**config.mk**
```make
export PLATFORM = sky130hd
export DESIGN_NAME = quad_step_decoder_flat
export DESIGN_NICKNAME = d
export VERILOG_FILES = /design/src/rtl/quad_step_decoder_if.sv /design/src/rtl/quad_step_decoder.sv /design/src/flat_wrapper.sv
export SDC_FILE = /design/constraint.sdc
export NUM_CORES = 1
export LEC_CHECK = 0
export CAP_MARGIN = 20
export CORE_MARGIN = 2
export CORE_UTILIZATION = 30
export CTS_CLUSTER_DIAMETER = 40
export DETAILED_ROUTE_END_ITERATION = 12
export GPL_ROUTABILITY_DRIVEN = 0
export SLEW_MARGIN = 10
export SYNTH_ARGS = -nofsm -noshare
export SYNTH_HDL_FRONTEND = slang
export SYNTH_SLANG_ARGS = --single-unit
```
**constraint.sdc**
```tcl
create_clock -name clk -period 2.4 [get_ports clk]
set_clock_uncertainty 0.1 [all_clocks]
set_input_delay 0.48 -clock clk [delete_from_list [all_inputs] [get_ports clk]]
set_output_delay 0.48 -clock clk [all_outputs]
set_load 0.02 [all_outputs]
```
**src/rtl/quad_step_decoder_if.sv**
```systemverilog
// Encoder pins in, detent step/direction/error/phase out; master drives the pins, slave is the decoder.
// Purely combinational wiring; no latency, no backpressure.
interface quad_step_decoder_if;
    logic       enc_a;
    logic       enc_b;
    logic       step;
    logic       direction;
    logic       err;
    logic [1:0] phase;

    modport master (output enc_a, enc_b, input step, direction, err, phase);
    modport slave  (input enc_a, enc_b, output step, direction, err, phase);
endinterface

```
**src/rtl/quad_step_decoder.sv**
```systemverilog
// Quadrature encoder front end: sync, debounce, Gray decode, one step pulse per detent.
// Latency: pin to phase DEBOUNCE_CYCLES+1 clocks after capture, step/err one clock later; no backpressure.
module quad_step_decoder #(
    parameter int DEBOUNCE_CYCLES  = 1000,
    parameter int DBW              = 10,
    parameter int STEPS_PER_DETENT = 4
) (
    input  logic               clk,
    input  logic               rst,
    quad_step_decoder_if.slave bus
);
    typedef enum logic [1:0] {S_INIT0, S_INIT1, S_RUN} state_t;

    localparam logic [DBW-1:0]    CNT_LAST = DBW'(DEBOUNCE_CYCLES - 1);
    localparam logic signed [3:0] ACC_TOP  = 4'(STEPS_PER_DETENT);
    localparam logic signed [3:0] ACC_BOT  = -ACC_TOP;

    state_t            state;
    state_t            state_nxt;
    logic              in_init;
    logic [1:0]        sync1;
    logic [1:0]        sync2;
    logic [1:0]        deb;
    logic [1:0]        deb_prev;
    logic [DBW-1:0]    cnt [2];
    logic signed [3:0] acc;
    logic signed [3:0] acc_inc;
    logic signed [3:0] acc_dec;
    logic              step_q;
    logic              err_q;
    logic              dir_q;
    logic [1:0]        idx_new;
    logic [1:0]        idx_old;
    logic [1:0]        idx_diff;

    // Bit 1 is channel A, bit 0 is channel B throughout.
    always_ff @(posedge clk) begin
        sync1 <= {bus.enc_a, bus.enc_b};
        sync2 <= sync1;
    end

    always_ff @(posedge clk) begin
        if (rst) begin
            state <= S_INIT0;
        end else begin
            state <= state_nxt;
        end
    end

    always_comb begin
        state_nxt = state;
        case (state)
            S_INIT0: state_nxt = S_INIT1;
            S_INIT1: state_nxt = S_RUN;
            S_RUN:   state_nxt = S_RUN;
            default: state_nxt = S_INIT0;
        endcase
    end

    always_comb begin
        in_init = (state != S_RUN);
    end

    always_ff @(posedge clk) begin
        if (rst) begin
            deb    <= 2'b00;
            cnt[0] <= '0;
            cnt[1] <= '0;
        end else if (in_init) begin
            deb    <= sync2;
            cnt[0] <= '0;
            cnt[1] <= '0;
        end else begin
            for (int i = 0; i < 2; i++) begin
                if (sync2[i] == deb[i]) begin
                    cnt[i] <= '0;
                end else if (cnt[i] == CNT_LAST) begin
                    deb[i] <= sync2[i];
                    cnt[i] <= '0;
                end else begin
                    cnt[i] <= cnt[i] + 1'b1;
                end
            end
        end
    end

    // Gray to ring position; the mod-4 difference tells forward (1), reverse (3) or illegal (2).
    always_comb begin
        idx_new  = {deb[0], deb[1] ^ deb[0]};
        idx_old  = {deb_prev[0], deb_prev[1] ^ deb_prev[0]};
        idx_diff = idx_new - idx_old;
        acc_inc  = acc + 4'sd1;
        acc_dec  = acc - 4'sd1;
    end

    always_ff @(posedge clk) begin
        if (rst) begin
            deb_prev <= 2'b00;
            acc      <= '0;
            step_q   <= 1'b0;
            err_q    <= 1'b0;
            dir_q    <= 1'b0;
        end else begin
            step_q <= 1'b0;
            err_q  <= 1'b0;
            // While adopting, keep both copies equal so the first RUN compare sees no change.
            deb_prev <= in_init ? sync2 : deb;
            if (in_init) begin
                acc <= '0;
            end else begin
                case (idx_diff)
                    2'd1: begin
                        if (acc_inc == ACC_TOP) begin
                            step_q <= 1'b1;
                            dir_q  <= 1'b1;
                            acc    <= '0;
                        end else begin
                            acc <= acc_inc;
                        end
                    end
                    2'd3: begin
                        if (acc_dec == ACC_BOT) begin
                            step_q <= 1'b1;
                            dir_q  <= 1'b0;
                            acc    <= '0;
                        end else begin
                            acc <= acc_dec;
                        end
                    end
                    2'd2: begin
                        err_q <= 1'b1;
                        acc   <= '0;
                    end
                    default: ;
                endcase
            end
        end
    end

    assign bus.step      = step_q;
    assign bus.err       = err_q;
    assign bus.direction = dir_q;
    assign bus.phase     = deb;
endmodule
```
**src/flat_wrapper.sv**
```systemverilog
// flat-port wrapper written by rule: the top's interface ports become plain ports
module quad_step_decoder_flat 
#(
    parameter int DEBOUNCE_CYCLES  = 1000,
    parameter int DBW              = 10,
    parameter int STEPS_PER_DETENT = 4
)
  (clk, rst, bus_enc_a, bus_enc_b, bus_step, bus_direction, bus_err, bus_phase);
  quad_step_decoder_if bus_i ();
  input  logic clk;
  input  logic rst;
  input wire logic [$bits(bus_i.enc_a)-1:0] bus_enc_a;
  input wire logic [$bits(bus_i.enc_b)-1:0] bus_enc_b;
  output wire logic [$bits(bus_i.step)-1:0] bus_step;
  output wire logic [$bits(bus_i.direction)-1:0] bus_direction;
  output wire logic [$bits(bus_i.err)-1:0] bus_err;
  output wire logic [$bits(bus_i.phase)-1:0] bus_phase;
  assign bus_i.enc_a = bus_enc_a;
  assign bus_i.enc_b = bus_enc_b;
  assign bus_step = bus_i.step;
  assign bus_direction = bus_i.direction;
  assign bus_err = bus_i.err;
  assign bus_phase = bus_i.phase;
  quad_step_decoder #(.DEBOUNCE_CYCLES(DEBOUNCE_CYCLES), .DBW(DBW), .STEPS_PER_DETENT(STEPS_PER_DETENT)) u_core (.clk(clk), .rst(rst), .bus(bus_i));
endmodule
```
== Word level (Yosys, flattened, before mapping) ==
Memories as Yosys holds them, arrays and structs flattened.
Index checks and enable logic that the tools add are counted.
Widths: inputs -> output; s select.

* Flip-flop bits (word level): 17
* RAM bits: 20
* Input port bits: 4
* Output and inout bits: 5
* Memories: 1

* Add/subtract/negate cells: 5
* Eq/ne operators: 16
* Multiplexer cells: 58
* Bitwise logic cells: 11
* Reductions and logical operators: 10

{| class="wikitable"
|+ Memory list
! name !! depth !! width !! rd ports !! clocked after memory_dff !! write ports !! RTL line !! text
|-
| u_core.cnt || 2 || 10 || 2 || 0 || 2 || quad_step_decoder.sv:25 || <nowiki>logic [DBW-1:0] cnt [2];</nowiki>
|}

{| class="wikitable"
|+ Operators with widths
! kind !! number
|-
| $mux 10 || 8
|-
| $mux 1 || 42
|-
| $add 10x1->10 const B || 2
|-
| $eq 10x10->1 const B || 2
|-
| $pmux 4 s3 || 1
|-
| $mux 4 || 2
|-
| $ne 2x1->1 const B || 4
|-
| $or 1x1->1 || 8
|-
| $eq 2x2->1 const B || 3
|-
| $reduce_bool 2->1 || 3
|-
| $add 4x2->4 const B || 1
|-
| $eq 2x1->1 const B || 2
|-
| $eq 4x3->1 const B || 1
|-
| $eq 4x4->1 const B || 1
|-
| $mux 2 || 2
|-
| $pmux 1 s2 || 2
|-
| $pmux 2 s2 || 1
|-
| $reduce_and 2->1 || 2
|-
| $reduce_and 4->1 || 1
|-
| $reduce_or 2->1 || 2
|-
| $sub 4x2->4 const B || 1
|-
| $reduce_bool 3->1 || 1
|-
| $eq 1x1->1 || 2
|-
| $logic_not 2->1 || 1
|-
| other kinds (4) || 5
|}

== Longest topological paths before layout ==
Gate-level depths: netlist of the first run.

* Depth after elaboration: 8
* Mapped depth: 8

== Worst setup path after synthesis of the first run ==
No wires, ideal clock.

* Kind: register -> register
* Start: register u_core.deb[0] (netlist: u_core.bus.phase[0])
* End: register u_core.dir_q (netlist: u_core.bus.direction)
* Library setup time: 0.122 ns
* Arrival time: 1.654 ns
* Data required time: 2.178 ns
* Path slack: 0.524 ns
* Cell stages (with the launch flop): 9
* Cell sequence: dfxtp_1 -> buf_6 -> xnor2_1 -> ha_1 -> xor3_2 -> a21oi_2 -> nor2_1 -> o21ai_1 -> a21oi_1

* Longest elaborated chain between the ends: 5

{| class="wikitable"
|+ RTL lines
! element !! RTL line !! text
|-
| from (decl) || quad_step_decoder.sv:23 || <nowiki>logic [1:0] deb;</nowiki>
|-
| from (signal assigned) || quad_step_decoder.sv:70 || <nowiki>deb <= sync2;</nowiki>
|-
| from (signal, indexed assignment) || quad_step_decoder.sv:78 || <nowiki>deb[i] <= sync2[i];</nowiki>
|-
| $xor 1x1->1 || quad_step_decoder.sv:89 || <nowiki>idx_new = {deb[0], deb[1] ^ deb[0]};</nowiki>
|-
| $sub 2x2->2 * || quad_step_decoder.sv:91 || <nowiki>idx_diff = idx_new - idx_old;</nowiki>
|-
| $eq 2x2->1 or $eq 2x1->1 (tied branches) || quad_step_decoder.sv:111 || <nowiki>case (idx_diff)</nowiki>
|-
| $ne 2x1->1 (no line) or $reduce_bool 2->1 (tied branches) || -- ||
|-
| $reduce_and 4->1 (no line) || -- ||
|-
| to (signal assigned) || quad_step_decoder.sv:102 || <nowiki>dir_q <= 1'b0;</nowiki>
|-
| to (signal assigned) || quad_step_decoder.sv:115 || <nowiki>dir_q <= 1'b1;</nowiki>
|-
| to (signal assigned) || quad_step_decoder.sv:124 || <nowiki>dir_q <= 1'b0;</nowiki>
|-
| to (decl) || quad_step_decoder.sv:31 || <nowiki>logic dir_q;</nowiki>
|}

Every way passes the cells marked *; elsewhere a longest branch is shown, timed or not.
A chain may end at the register's enable or synchronous reset.

== Final worst setup path of the first run ==
* Start: register u_core.deb[0] (netlist: u_core.bus.phase[0])
* End: output port bus_phase[0]

{| class="wikitable"
|+ RTL lines
! element !! RTL line !! text
|-
| to (decl) || flat_wrapper.sv:17 || <nowiki>output wire logic [$bits(bus_i.phase)-1:0] bus_phase;</nowiki>
|}

No word-level cell between the ends.

==> results.json, run 1 <==
{
  "synthesis.instances": 181,
  "placed_area_um2": 2130,
  "synth_top_cell_area_share": 0.317,
  "most_common_cell_after_layout_fill_and_taps_aside": "nor2_1",
  "timing.critical_path.slowest_cell_delay_ns": 0.62,
  "track_usage": 0.0937,
  "drc": 0,
  "critPathSlowestCell": "clkdlybuf4s50_1",
  "die_h_um": 83.4,
  "hp_class": "flop to flop",
  "mostFrequentLayoutCells": "33 x nor2_1, 20 x edfxtp_1, 20 x conb_1",
  "synth.cell_area_um2": 1890,
  "cts_htree_levels": 2,
  "timing.setup.tns_ns": 0,
  "timing.final.crit_period_ns": 1.99,
  "drv.max_cap_violation_count": 0,
  "worstSetupPathDepth": 2,
  "layout_worst_path_cycle_share": 0.828,
  "postSynthRegisterBits": 37,
  "worst-endpoint-arrival_ns": 1.41,
  "numClockSinks": 37,
  "detailedRoute.firstIterationViolations": 54,
  "max_clock_freq_mhz": 503,
  "timing.critical_path.cells": "buf_4 -> clkdlybuf4s50_1",
  "clock_insertion_delay_worst_skew_ns": 0.29,
  "post_cts.repair.setup_buffers": 0,
  "post_synth_and_or_nand_nor_area_fraction": 0.188,
  "clkPwrFrac": 0.282,
  "synth_seq_area_share": 0.497,
  "post_route_cells_drive_above_1_share": 0.0751,
  "timing.critical_path.fanout_max": 6,
  "post-dp-hpwl_mm": 2.23,
  "cts_repair_resize_count": 0,
  "synth_area_per_cell_um2": 10.5,
  "worstReg2RegEnd": "u_core.acc[1]",
  "cts_tree": "yes",
  "routed-via-count": 1241,
  "grt-ovfl-total": 0,
  "reg2reg_slack_ns": 0.52,
  "cts_buf_count": 5,
  "powerDensity_nw_per_um2": 650,
  "design.final.nets": 224,
  "clk_pin_slew_worst_paths_ns": 0.06,
  "critical_path.n_buffers_inverters": 2,
  "total_of_fill_cells_in_the_finished_design": 629,
  "io_pins": 9,
  "power_switching_share": 0.276,
  "power.net_switching_uw": 395,
  "cell_internal_power_dissipation_uw": 1040,
  "areaGrowthSynthToFinish_pct": 16.6,
  "slew-limit-headroom": 0.644,
  "critPathKind": "flop to output pin",
  "min_from": "u_core.sync1[0]",
  "finish.instance_area_um2": 2210,
  "cts-root-to-sink-buffers": 2,
  "report.final.setup_viol": 0,
  "grt_max_degree": 12,
  "met1_track_utilization_from_global_routing": 0.127,
  "power_frac_seq": 0.518,
  "ctsHoldBuffers": 0,
  "synth-warning-count": 0,
  "cellLeakagePower_uw": 0.000824,
  "port_buffers": 8,
  "crit_path_end_kind": "output pin",
  "vdd_ir_drop_max_uv": 299,
  "rsz0062_at_grt": "false",
  "rows": 28,
  "use_met3": 0.0239,
  "r2r_cells": 7,
  "synth_compound_gate_area_share": 0.0760,
  "crit_path_start_kind": "flop",
  "combPwrFrac": 0.200,
  "synthAdderAreaFrac": 0.0529,
  "crit_required_ns": 1.82,
  "hold-path-cell-count": 0,
  "final_antenna_net_count": 0,
  "crit_family": "buffers and inverters",
  "die_x_um": 83.4,
  "final-hold-violation-count": 0,
  "worst_pin_slew_ns": 0.527,
  "post-route-util": 0.366,
  "synth-xor-area-share": 0.129,
  "vias_in_the_first_global_route": 1170,
  "drt_pass1_iterations": 4,
  "routed_via_density": 4.31,
  "clock-root-buffer": "clkbuf_8",
  "drt-total-wl_mm": 2.96,
  "synthMuxAreaShare": 0.0212,
  "report.final.slew_viol_count": 0,
  "top_usage_layer": "met2",
  "fp.dieArea_um2": 6960,
  "diodes": 0,
  "grt_first_pass_wirelength_mm": 5.22,
  "design.core.area_um2": 6030,
  "r2r_start": "u_core.bus.phase[1]",
  "holdPathEnd": "u_core.sync2[0]",
  "grt_antenna_before_repair": 0,
  "floorplan.initialDensity": 0.314,
  "post_drt_wl_per_cell_um": 10.3,
  "synth.area.top_cells": "edfxtp_1 32%, dfxtp_1 18%, nor2_1 6.5%",
  "yosysTopAreaCell": "edfxtp_1",
  "post_synth_num_cell_types": 38,
  "grtUsageMet2": 0.135,
  "run_status": "complete, no violations",
  "synth_top_family_by_area": "simple AND/OR/NAND/NOR gates"
}
[kinds of logic (layout without fill, tap and decap cells)]
| kind of cell | Yosys count | in the layout |
|---|---|---|
| buffers and inverters | 14 | 27 |
| AND/OR/NAND/NOR | 72 | 72 |
| flip-flops | 37 | 37 |
| adder cells (fa/ha/maj) | 8 | 8 |
| other | 1 | 20 |
| XOR/XNOR | 26 | 26 |
| AO/OA/AOI/OAI | 19 | 19 |
| multiplexers | 4 | 4 |
[cells in the mapped netlist]
master / n
a31o_2: 1
nor2b_1: 4
a31oi_1: 1
a32oi_1: 1
xnor2_1: 14
xor2_1: 11
ha_1: 8
conb_1: 1
buf_2: 3
and4b_1: 1
a2111oi_2: 2
inv_1: 8
o32ai_1: 1
dfxtp_1: 17
o21ai_1: 2
nand3_2: 1
nand2b_1: 4
buf_6: 1
a21oi_1: 3
nand2_1: 6
nor2_1: 33
o22ai_1: 1
or3_1: 2
edfxtp_1: 20
a41oi_1: 2
o22a_1: 1
mux2i_1: 4
nor3_1: 3
nand4b_1: 1
o21ai_0: 3
a21oi_2: 1
or4_4: 1
clkbuf_1: 2
nand4_1: 2
xor3_2: 1
and3_2: 1
and3_1: 6
nand3_1: 7
[worst max-delay path by stage]
stage,slack (ns),end,start
after global placement,0.39,u_core.cnt[0][8],rst
after floorplan,0.52,u_core.bus.direction,u_core.bus.phase[0]
final,0.41,bus_phase[0],u_core.bus.phase[0]
after CTS,0.39,bus_phase[0],u_core.bus.phase[0]
after global routing,0.35,bus_phase[0],u_core.bus.phase[0]
after detailed placement,0.35,u_core.cnt[0][5],rst
[sequential cells by signal, summed over array words and instances (netlist names)]
register / flops
u_core.bus.phase: 2
u_core.sync2: 2
u_core.deb_prev: 2
u_core.bus.err: 1
u_core.state: 2
u_core.sync1: 2
u_core.bus.direction: 1
u_core.cnt: 20
u_core.acc: 4
u_core.bus.step: 1
[per-stage QoR]
stage / cells / hold slack, ns / setup slack (ns) / total power [uW]
after CTS: 288 / 0.229 / 0.387 / 1450
after global routing: 288 / 0.243 / 0.346 / 1520
final: 288 / 0.226 / 0.413 / 1430
after global placement: 280 / 0.213 / 0.393 / 1040
after detailed placement: 280 / 0.213 / 0.353 / 1040
after floorplan: 200 / 0.210 / 0.524 / 977
[layer usage]
layer	wire, um	share of wire
met3	71	0.024
met2	1230	0.41
met1	1580	0.53
met5	0	0
met4	82	0.028
[layout make-up]
class,count,area [um2],share of cell area
tap,75,93.8,0.0425
inverter,8,30.0,0.0136
clock inverter,1,3.75,0.00170
sequential,37,941,0.426
timing repair buffer,11,103,0.0465
clock buffer,7,76.3,0.0346
multi-input combinational,149,960,0.435
[worst register-to-register path: stages (launching register included)]
cell     delay, ns
dfxtp_1       0.42
xnor2_1       0.09
ha_1          0.22
xor2_1        0.15
xnor2_1       0.37
nand2_1       0.17
o22a_1        0.23
nor2_1        0.08
[power by group through the flow]
stage	clock network [uW]	registers (uW)	logic, uW
floorplan	0	755	222
global placement	0	757	286
detailed placement	0	758	285
CTS	422	744	288
global route	445	749	323
finish	405	743	286
Power figures use the tool's default switching activity.
==> inputs of run 2 (changes only) <==
clock period = 2 ns   (was 2.4 ns; I/O delays follow)
==> run 2 against run 1 <==
Compared with the run above: flip-flop and latch count did not move; cell count up 1.0%; routed wire length rose by 3.1%; clock power is 21% higher; via count rose by 4.0%; first-iteration DRC count decreased by 24%; sequential power rose by 20%; sequential share of layout area down 0.82 points; die area did not move; global-route usage barely moved; clock-buffer cell count up 1; largest cell class unchanged; critical path type unchanged.
==> results.json, run 2 (same netlist as run 1, synthesis figures left out) <==
{
  "clk_pin_slew_worst_paths_ns": 0.07,
  "reg2reg_slack_ns": 0.16,
  "powerDensity_nw_per_um2": 775,
  "routed-via-count": 1291,
  "drc": 0,
  "cts_tree": "yes",
  "layout_top_registers": "u_core.cnt (20), u_core.acc (4)",
  "largest_register_ff_count": 20,
  "critPathSlowestCell": "clkdlybuf4s50_1",
  "grt_first_pass_wirelength_mm": 5.14,
  "crit_required_ns": 1.50,
  "timing.critical_path.cells": "buf_4 -> clkdlybuf4s50_1",
  "detailedRoute.firstIterationViolations": 41,
  "die_x_um": 83.4,
  "registers.top_by_ff_count": "u_core.cnt",
  "layout_worst_path_cycle_share": 0.945,
  "final_antenna_net_count": 0,
  "post-dp-hpwl_mm": 2.27,
  "cts-root-to-sink-buffers": 2,
  "timing.setup.tns_ns": 0,
  "design.core.area_um2": 6030,
  "floorplan.initialDensity": 0.314,
  "cts_buf_count": 5,
  "areaGrowthSynthToFinish_pct": 19.0,
  "clock_insertion_delay_worst_skew_ns": 0.29,
  "run_status": "complete, no violations",
  "grt_antenna_before_repair": 0,
  "route.layer.met1.wl_mm": 1.53,
  "die_h_um": 83.4,
  "fp.dieArea_um2": 6960,
  "mostFrequentLayoutCells": "33 x nor2_1, 20 x edfxtp_1, 20 x conb_1",
  "hp_class": "flop to flop",
  "top_routing_layer_used": "met4",
  "rows": 28,
  "port_buffers": 8,
  "vias_in_the_first_global_route": 1135,
  "crit_path_end_kind": "output pin",
  "critPathKind": "flop to output pin",
  "ctsHoldBuffers": 0,
  "met2_length_mm": 1.37,
  "max_clock_freq_mhz": 529,
  "timing.critical_path.fanout_max": 6,
  "most_common_cell_after_layout_fill_and_taps_aside": "nor2_1",
  "numClockSinks": 37,
  "vdd_ir_drop_max_uv": 457,
  "report.final.setup_viol": 0,
  "timing.critical_path.slowest_cell_delay_ns": 0.61,
  "rsz0062_at_grt": "false",
  "cellLeakagePower_uw": 0.000844,
  "worst-endpoint-arrival_ns": 1.39,
  "cts_htree_levels": 2,
  "drt_pass1_iterations": 4,
  "report.final.slew_viol_count": 0,
  "grt-ovfl-total": 0,
  "track_usage": 0.0935,
  "crit_path_start_kind": "flop",
  "post_route_cells_drive_above_1_share": 0.106,
  "drv.max_cap_violation_count": 0,
  "timing.final.crit_period_ns": 1.89,
  "final-hold-violation-count": 0,
  "grt_max_degree": 11,
  "routed_via_density": 4.44,
  "drt-total-wl_mm": 3.05,
  "diodes": 0,
  "total_power_uw": 1750,
  "design.final.nets": 227,
  "io_pins": 9,
  "clock-root-buffer": "clkbuf_8",
  "met3RoutedLength_um": 77,
  "post_drt_wl_per_cell_um": 10.5
}
==> run 2: cell types whose count changed in the layout (fill, tap and decap cells not counted), sizes merged <==
cell	change
clkinv	-1
clkbuf	+1
buf	+3
==> run 2: repair_timing <==
item,in CTS,in global routing
endpoints found under the hold margin,0,0
endpoints found under the setup margin,0,5
resized for setup,0,4
setup buffers,0,0
==> run 2: cell type report <==
cell class | instances | area (um2)
Fill cell | 616 | 3770
Multi-Input combinational cell | 149 | 982
Sequential cell | 37 | 942
Timing Repair Buffer | 14 | 125
Tap cell | 75 | 93.8
Clock buffer | 8 | 80.1
Inverter | 8 | 30.0
==> run 2: path summary, 6_finish.rpt <==
check | start | end | cells past startpoint
hold reg to reg | u_core.sync1[1] | u_core.sync2[1] | 0
hold / removal | u_core.sync1[1] | u_core.sync2[1] | 0
setup / recovery | u_core.bus.phase[0] | bus_phase[0] | 2
setup reg to reg | u_core.deb_prev[0] | u_core.bus.direction | 7
==> run 2: metrics by stage <==
stage                     cells  cell area, um2  hold slack, ns   util  worst slack [ns]
after floorplan             200            1960           0.210      -             0.124
after global placement      283            2150           0.211  0.357             0.107
after detailed placement    283            2150           0.212  0.357            0.0590
after CTS                   291            2230           0.229  0.370            0.0951
after global routing        291            2250           0.231  0.374            0.0149
final                       291            2250           0.229  0.374             0.110
==> run 2: where the power goes <==
part           internal (uW)  switching, uW
logic                    168            198
registers                850           39.4
clock network            247            245
total                   1270            482
==> run 2: layer usage <==
metal,GRT usage,vias up
li1,-,673
met1,0.119,595
met2,0.139,16
met3,0.0249,7
met4,0.0601,0
met5,0,-
==> run 2: worst max-delay path: cells and delay by family, from the launching register on <==
family,cells,cell delay (ns)
buf+inv,2,0.77
flops,1,0.34
